**config.mk**
```make
export PLATFORM = sky130hd
export DESIGN_NAME = riscv_imem_arbiter
export DESIGN_NICKNAME = d
export VERILOG_FILES = /design/src/rtl/riscv_imem_arbiter.sv
export SDC_FILE = /design/constraint.sdc
export NUM_CORES = 1
export LEC_CHECK = 0
export BUFFER_PORTS_ARGS = -buffer_cell sky130_fd_sc_hd__clkbuf_2
export CAP_MARGIN = 0
export CORE_AREA = 4 4 77 79
export CTS_CLUSTER_SIZE = 16
export DETAILED_ROUTE_END_ITERATION = 7
export DIE_AREA = 0 0 81 83
export GPL_TIMING_DRIVEN = 0
export PLACE_DENSITY_LB_ADDON = 0.12
export SYNTH_ARGS = -nofsm -noshare
export SYNTH_HDL_FRONTEND = slang
export SYNTH_SLANG_ARGS = --single-unit
```
**constraint.sdc**
```tcl
create_clock -name clk -period 2.05 [get_ports clk]
set_input_delay 0 -clock clk [delete_from_list [all_inputs] [get_ports clk]]
set_output_delay 0 -clock clk [all_outputs]
set_load 0.05 [all_outputs]
```
**src/rtl/riscv_imem_arbiter.sv**
```systemverilog
// Two-master round-robin arbiter in front of the single instruction-memory port.
// Keeps the selection fixed while a request is stalled, and records the owner of
// every granted fetch in a small FIFO. In-order rvalid is routed back to that owner.
module riscv_imem_arbiter #(
    parameter int MAX_OUTSTANDING = 2
) (
    input  logic        clk,
    input  logic        rst_n,
    input  logic        m0_req_i,
    input  logic [31:0] m0_addr_i,
    output logic        m0_gnt_o,
    output logic        m0_rvalid_o,
    output logic [31:0] m0_rdata_o,
    output logic        m0_err_pmp_o,
    input  logic        m1_req_i,
    input  logic [31:0] m1_addr_i,
    output logic        m1_gnt_o,
    output logic        m1_rvalid_o,
    output logic [31:0] m1_rdata_o,
    output logic        m1_err_pmp_o,
    output logic        instr_req_o,
    output logic [31:0] instr_addr_o,
    input  logic        instr_gnt_i,
    input  logic        instr_rvalid_i,
    input  logic [31:0] instr_rdata_i,
    input  logic        instr_err_pmp_i,
    output logic        busy_o
);

    localparam int CW = $clog2(MAX_OUTSTANDING + 1);
    localparam int PW = (MAX_OUTSTANDING > 1) ? $clog2(MAX_OUTSTANDING) : 1;

    typedef enum logic {ARB, LOCKED} state_t;

    state_t                     state_q, state_d;
    logic                       lock_sel_q, lock_sel_d;
    logic                       rr_q, rr_d;      // 1: master 1 has priority
    logic [CW-1:0]              count_q;
    logic [PW-1:0]              wr_ptr_q, rd_ptr_q;
    logic [MAX_OUTSTANDING-1:0] owner_q;

    logic full, sel, sel_req, done, push, pop, head;

    function automatic logic [PW-1:0] ptr_inc(input logic [PW-1:0] p);
        return (p == PW'(MAX_OUTSTANDING - 1)) ? '0 : p + PW'(1);
    endfunction

    // Full comes from the registered count only, so rvalid never reaches instr_req_o.
    assign full = (count_q == CW'(MAX_OUTSTANDING));
    assign pop  = instr_rvalid_i & (count_q != '0);
    assign head = owner_q[rd_ptr_q];

    // Selection, memory-side request and the arbitration FSM next state.
    always_comb begin
        state_d    = state_q;
        lock_sel_d = lock_sel_q;
        rr_d       = rr_q;
        if (state_q == LOCKED)
            sel = lock_sel_q;
        else if (m0_req_i && m1_req_i)
            sel = rr_q;
        else
            sel = m1_req_i & ~m0_req_i;
        sel_req      = sel ? m1_req_i : m0_req_i;
        instr_req_o  = sel_req & ~full;
        instr_addr_o = instr_req_o ? (sel ? m1_addr_i : m0_addr_i) : 32'h0;
        done         = instr_req_o & (instr_gnt_i | instr_err_pmp_i);
        push         = instr_req_o & instr_gnt_i & ~instr_err_pmp_i;
        unique case (state_q)
            ARB: begin
                if (done) begin
                    rr_d = ~sel;
                end else if (instr_req_o) begin
                    state_d    = LOCKED;
                    lock_sel_d = sel;
                end
            end
            LOCKED: begin
                if (!sel_req) begin
                    state_d = ARB;          // master withdrew its request
                end else if (done) begin
                    rr_d    = ~sel;
                    state_d = ARB;
                end
            end
            default: state_d = ARB;
        endcase
    end

    // Master-side grant, error and response routing.
    always_comb begin
        m0_gnt_o     = instr_req_o & instr_gnt_i & ~sel;
        m1_gnt_o     = instr_req_o & instr_gnt_i & sel;
        m0_err_pmp_o = instr_req_o & instr_err_pmp_i & ~sel;
        m1_err_pmp_o = instr_req_o & instr_err_pmp_i & sel;
        m0_rvalid_o  = pop & ~head;
        m1_rvalid_o  = pop & head;
        m0_rdata_o   = instr_rdata_i;
        m1_rdata_o   = instr_rdata_i;
        busy_o       = (count_q != '0) | instr_req_o;
    end

    // FSM state, round-robin pointer and owner FIFO registers.
    always_ff @(posedge clk or negedge rst_n) begin
        if (!rst_n) begin
            state_q    <= ARB;
            lock_sel_q <= 1'b0;
            rr_q       <= 1'b0;
            count_q    <= '0;
            wr_ptr_q   <= '0;
            rd_ptr_q   <= '0;
            owner_q    <= '0;
        end else begin
            state_q    <= state_d;
            lock_sel_q <= lock_sel_d;
            rr_q       <= rr_d;
            if (push) begin
                owner_q[wr_ptr_q] <= sel;
                wr_ptr_q          <= ptr_inc(wr_ptr_q);
            end
            if (pop)
                rd_ptr_q <= ptr_inc(rd_ptr_q);
            if (push && !pop)
                count_q <= count_q + CW'(1);
            else if (pop && !push)
                count_q <= count_q - CW'(1);
        end
    end

    // A response with nothing outstanding is a memory protocol violation; it is dropped.
    assert property (@(posedge clk) disable iff (!rst_n) !(instr_rvalid_i && count_q == '0))
        else $warning("riscv_imem_arbiter: rvalid with no outstanding fetch dropped");

endmodule
```
==> impl_metrics.env <==
export IMPL_htreeDepth=1
export IMPL_powerDensity_mw_per_mm2=1261
export IMPL_rr_startpoint="state_q$_DFF_PN0_"
export IMPL_cts_sinks=9
export IMPL_syn_inst=223
export IMPL_avgSynthCellArea_um2=6.727
export IMPL_clk_pin_slew_ns=0.04
export IMPL_grt_usage_pct=16.04
export IMPL_gp_congestion=0.7193
export IMPL_worst_setup_path_start_kind="flop"
export IMPL_syn_cell_area_mm2=0.001500
export IMPL_diodes=0
export IMPL_final_common_cell="clkbuf_2"
export IMPL_startpoint="state_q$_DFF_PN0_"
export IMPL_min_period_ns=1.948
export IMPL_cp_end_kind="primary output"
export IMPL_viasPerCell=4.096
export IMPL_final_hold_viol_count=0
export IMPL_slew_viol_final=0
export IMPL_rsz0062_at_grt="true"
export IMPL_max_cap_violations=0
export IMPL_ys_seq_area_share_pct=15.01
export IMPL_crit_type="flop to primary output"
export IMPL_postPlaceCellArea_mm2=0.002461
export IMPL_setup_viol_count_final=0
export IMPL_drc=0
export IMPL_cts_tree="built"
export IMPL_first_pass_iters=3
export IMPL_wl_per_cell_um=12.51
export IMPL_antenna_found_initial=0
export IMPL_timing_final_crit_share_pct=95.03
export IMPL_core_mm2=0.005338
export IMPL_synth_distinct_cells=31
export IMPL_ioPinCount=207
export IMPL_syn_nets=327
export IMPL_drtIter0Drc=14
export IMPL_synth_seq_cells=9
export IMPL_rows=27
export IMPL_die_w_um=81
export IMPL_gr_total_overflow=0
export IMPL_tightest_slew_ns=0.4718
export IMPL_grt_pass1_vias=1862
export IMPL_hold_path_class="input pin to flop"
export IMPL_hp_start="m1_req_i"
export IMPL_clock_path_buffers=2
export IMPL_fmax_ghz=0.5133
export IMPL_design_final_nets=511
export IMPL_dieHeight_um=83
export IMPL_crit_fanout=10
export IMPL_routed_wl_mm=5.979
export IMPL_start_util_pct=28.11
export IMPL_required_ns=2.05
export IMPL_vias=1958
export IMPL_irDropWorstVdd_v=0.0007918
export IMPL_dpl_hpwl_mm=5.228
export IMPL_fin_skew_ns=0.002183
export IMPL_worst_ep_arrival_time_ns=1.95
export IMPL_status="finished, final reports clean"
export IMPL_ys_warn_count=0
export IMPL_clock_latency_ns=0.23
export IMPL_syn_to_final_growth_pct=72.31
export IMPL_p_leak_nw=1.584
export IMPL_grt_max_degree=11
export IMPL_cts_buffers=3
export IMPL_max_slew_margin_pct=68.21
export IMPL_port_buffers=174
export IMPL_fin_area_mm2=0.002585
export IMPL_finalSetupTns_ns=0
export IMPL_grt_pass1_wl_mm=8.721
export IMPL_final_layout_size_suffix_gt1_share_pct=65.02
export IMPL_dieArea_mm2=0.006723
export IMPL_postRouteAntennaNets=0
export IMPL_clockRootBuffer="clkbuf_8"
export IMPL_most_common_layout_cells="clkbuf_2, buf_4, nand2_1"
[timing repair]
item,in CTS,in global routing
buffers inserted,3,1
endpoints found under the setup margin,30,30
hold endpoints to repair,9,0
hold buffers,1,0
gates resized for setup,3,44
pin swaps,0,1
[worst paths after layout]
check	end	slack (ns)	cells after the start
min in group asynchronous	rr_q$_DFFE_PN0P_	0.16	2
max in group asynchronous	count_q[0]$_DFFE_PN0P_	1.70	2
setup reg to reg	count_q[1]$_DFFE_PN0P_	0.34	7
hold / removal	lock_sel_q$_DFFE_PN0P_	0.14	3
setup / recovery	instr_addr_o[21]	0.10	7
hold reg to reg	wr_ptr_q$_DFFE_PN0P_	0.49	1
[power breakdown]
part	internal, mW	leakage [nW]	switching, mW	total (mW)
combinational	0.775	1.45	1.94	2.72
clock	0.135	0.0228	0.0653	0.200
sequential	0.264	0.110	0.0791	0.344
total	1.17	1.58	2.09	3.26
[cell usage after synthesis]
cell type  instances  share of area (%)
xnor2_1            3                1.8
o31a_1             1               0.58
xor2_1             2                1.2
inv_2              2               0.50
o21ai_2            1               0.58
nor4_1             1               0.42
o21ai_0            1               0.33
ha_1               1               0.83
o31ai_1            3                1.5
mux2i_1            2                1.3
and2b_1            1               0.50
o31ai_4            1                1.4
nor3_1             1               0.33
dfrtp_1            9                 15
or3_1              2               0.83
a21oi_2            1               0.58
o41ai_2            1                1.1
nor2_1             3               0.75
nand3b_1           1               0.50
nor2b_1            3                1.3
nand2_1           65                 16
nor4b_1            1               0.58
nand2b_1           2               0.83
mux2_2             3                2.3
buf_4             68                 34
clkbuf_1           3               0.75
a21oi_1           32                 11
buf_2              3                1.0
or2_1              1               0.42
inv_1              1               0.25
and3_1             4                1.7
[logic make-up after synthesis]
logic type,Yosys count,share of synthesized area [%]
compound gates,41,16.76
xor+xnor,5,2.920
fa+ha+maj,1,0.8339
flops,9,15.01
simple gates,85,24.35
mux,5,3.586
buf+inv,77,36.53
[area by class of cell]
| cell class | instances | area [µm²] |
|---|---|---|
| Sequential cell | 9 | 225.2 |
| Buffer | 74 | 553.0 |
| Timing Repair Buffer | 179 | 925.9 |
| Tap cell | 72 | 90.09 |
| Fill cell | 588 | 2753 |
| Clock buffer | 4 | 45.04 |
| Inverter | 3 | 11.26 |
| Multi-Input combinational cell | 137 | 734.5 |
[routing by layer]
layer	up-vias	global-route usage [%]	share of wire, %	wire length, µm
met5	-	0	0	0
met4	0	1.843	0.42	25
met3	4	3.471	9.5	570
met2	88	31.14	53	3168
met1	840	17.71	37	2215
li1	1026	-	-	-
[flip-flops by register name (all words and copies together), names as in the netlist]
register / count
rr_q: 1
lock_sel_q: 1
wr_ptr_q: 1
count_q: 2
state_q: 1
owner_q: 2
rd_ptr_q: 1
[worst max-delay path: stages (launching register included)]
cell	delay [ns]
dfrtp_1	0.45
nand3b_1	0.15
o21ai_2	0.12
or2_1	0.22
buf_4	0.17
buf_4	0.17
a21oi_1	0.13
clkbuf_2	0.30
[through the flow]
| step | hold WS, ns | std cells | power, mW | worst slack (ns) | util [%] |
|---|---|---|---|---|---|
| 2_1_floorplan | -0.2956 | 223 | 2.398 | 0.07176 | - |
| 3_3_place_gp | -0.1302 | 469 | 2.976 | 0.1479 | 46.11 |
| 3_5_place_dp | -0.1332 | 469 | 2.990 | 0.1532 | 46.11 |
| 4_1_cts | 0.1099 | 477 | 3.235 | 0.03518 | 47.63 |
| 5_1_grt | 0.1506 | 478 | 3.465 | -0.01460 | 48.43 |
| 6_report | 0.1408 | 478 | 3.259 | 0.1019 | 48.43 |
Note: power is estimated with default switching activity, not from simulation.
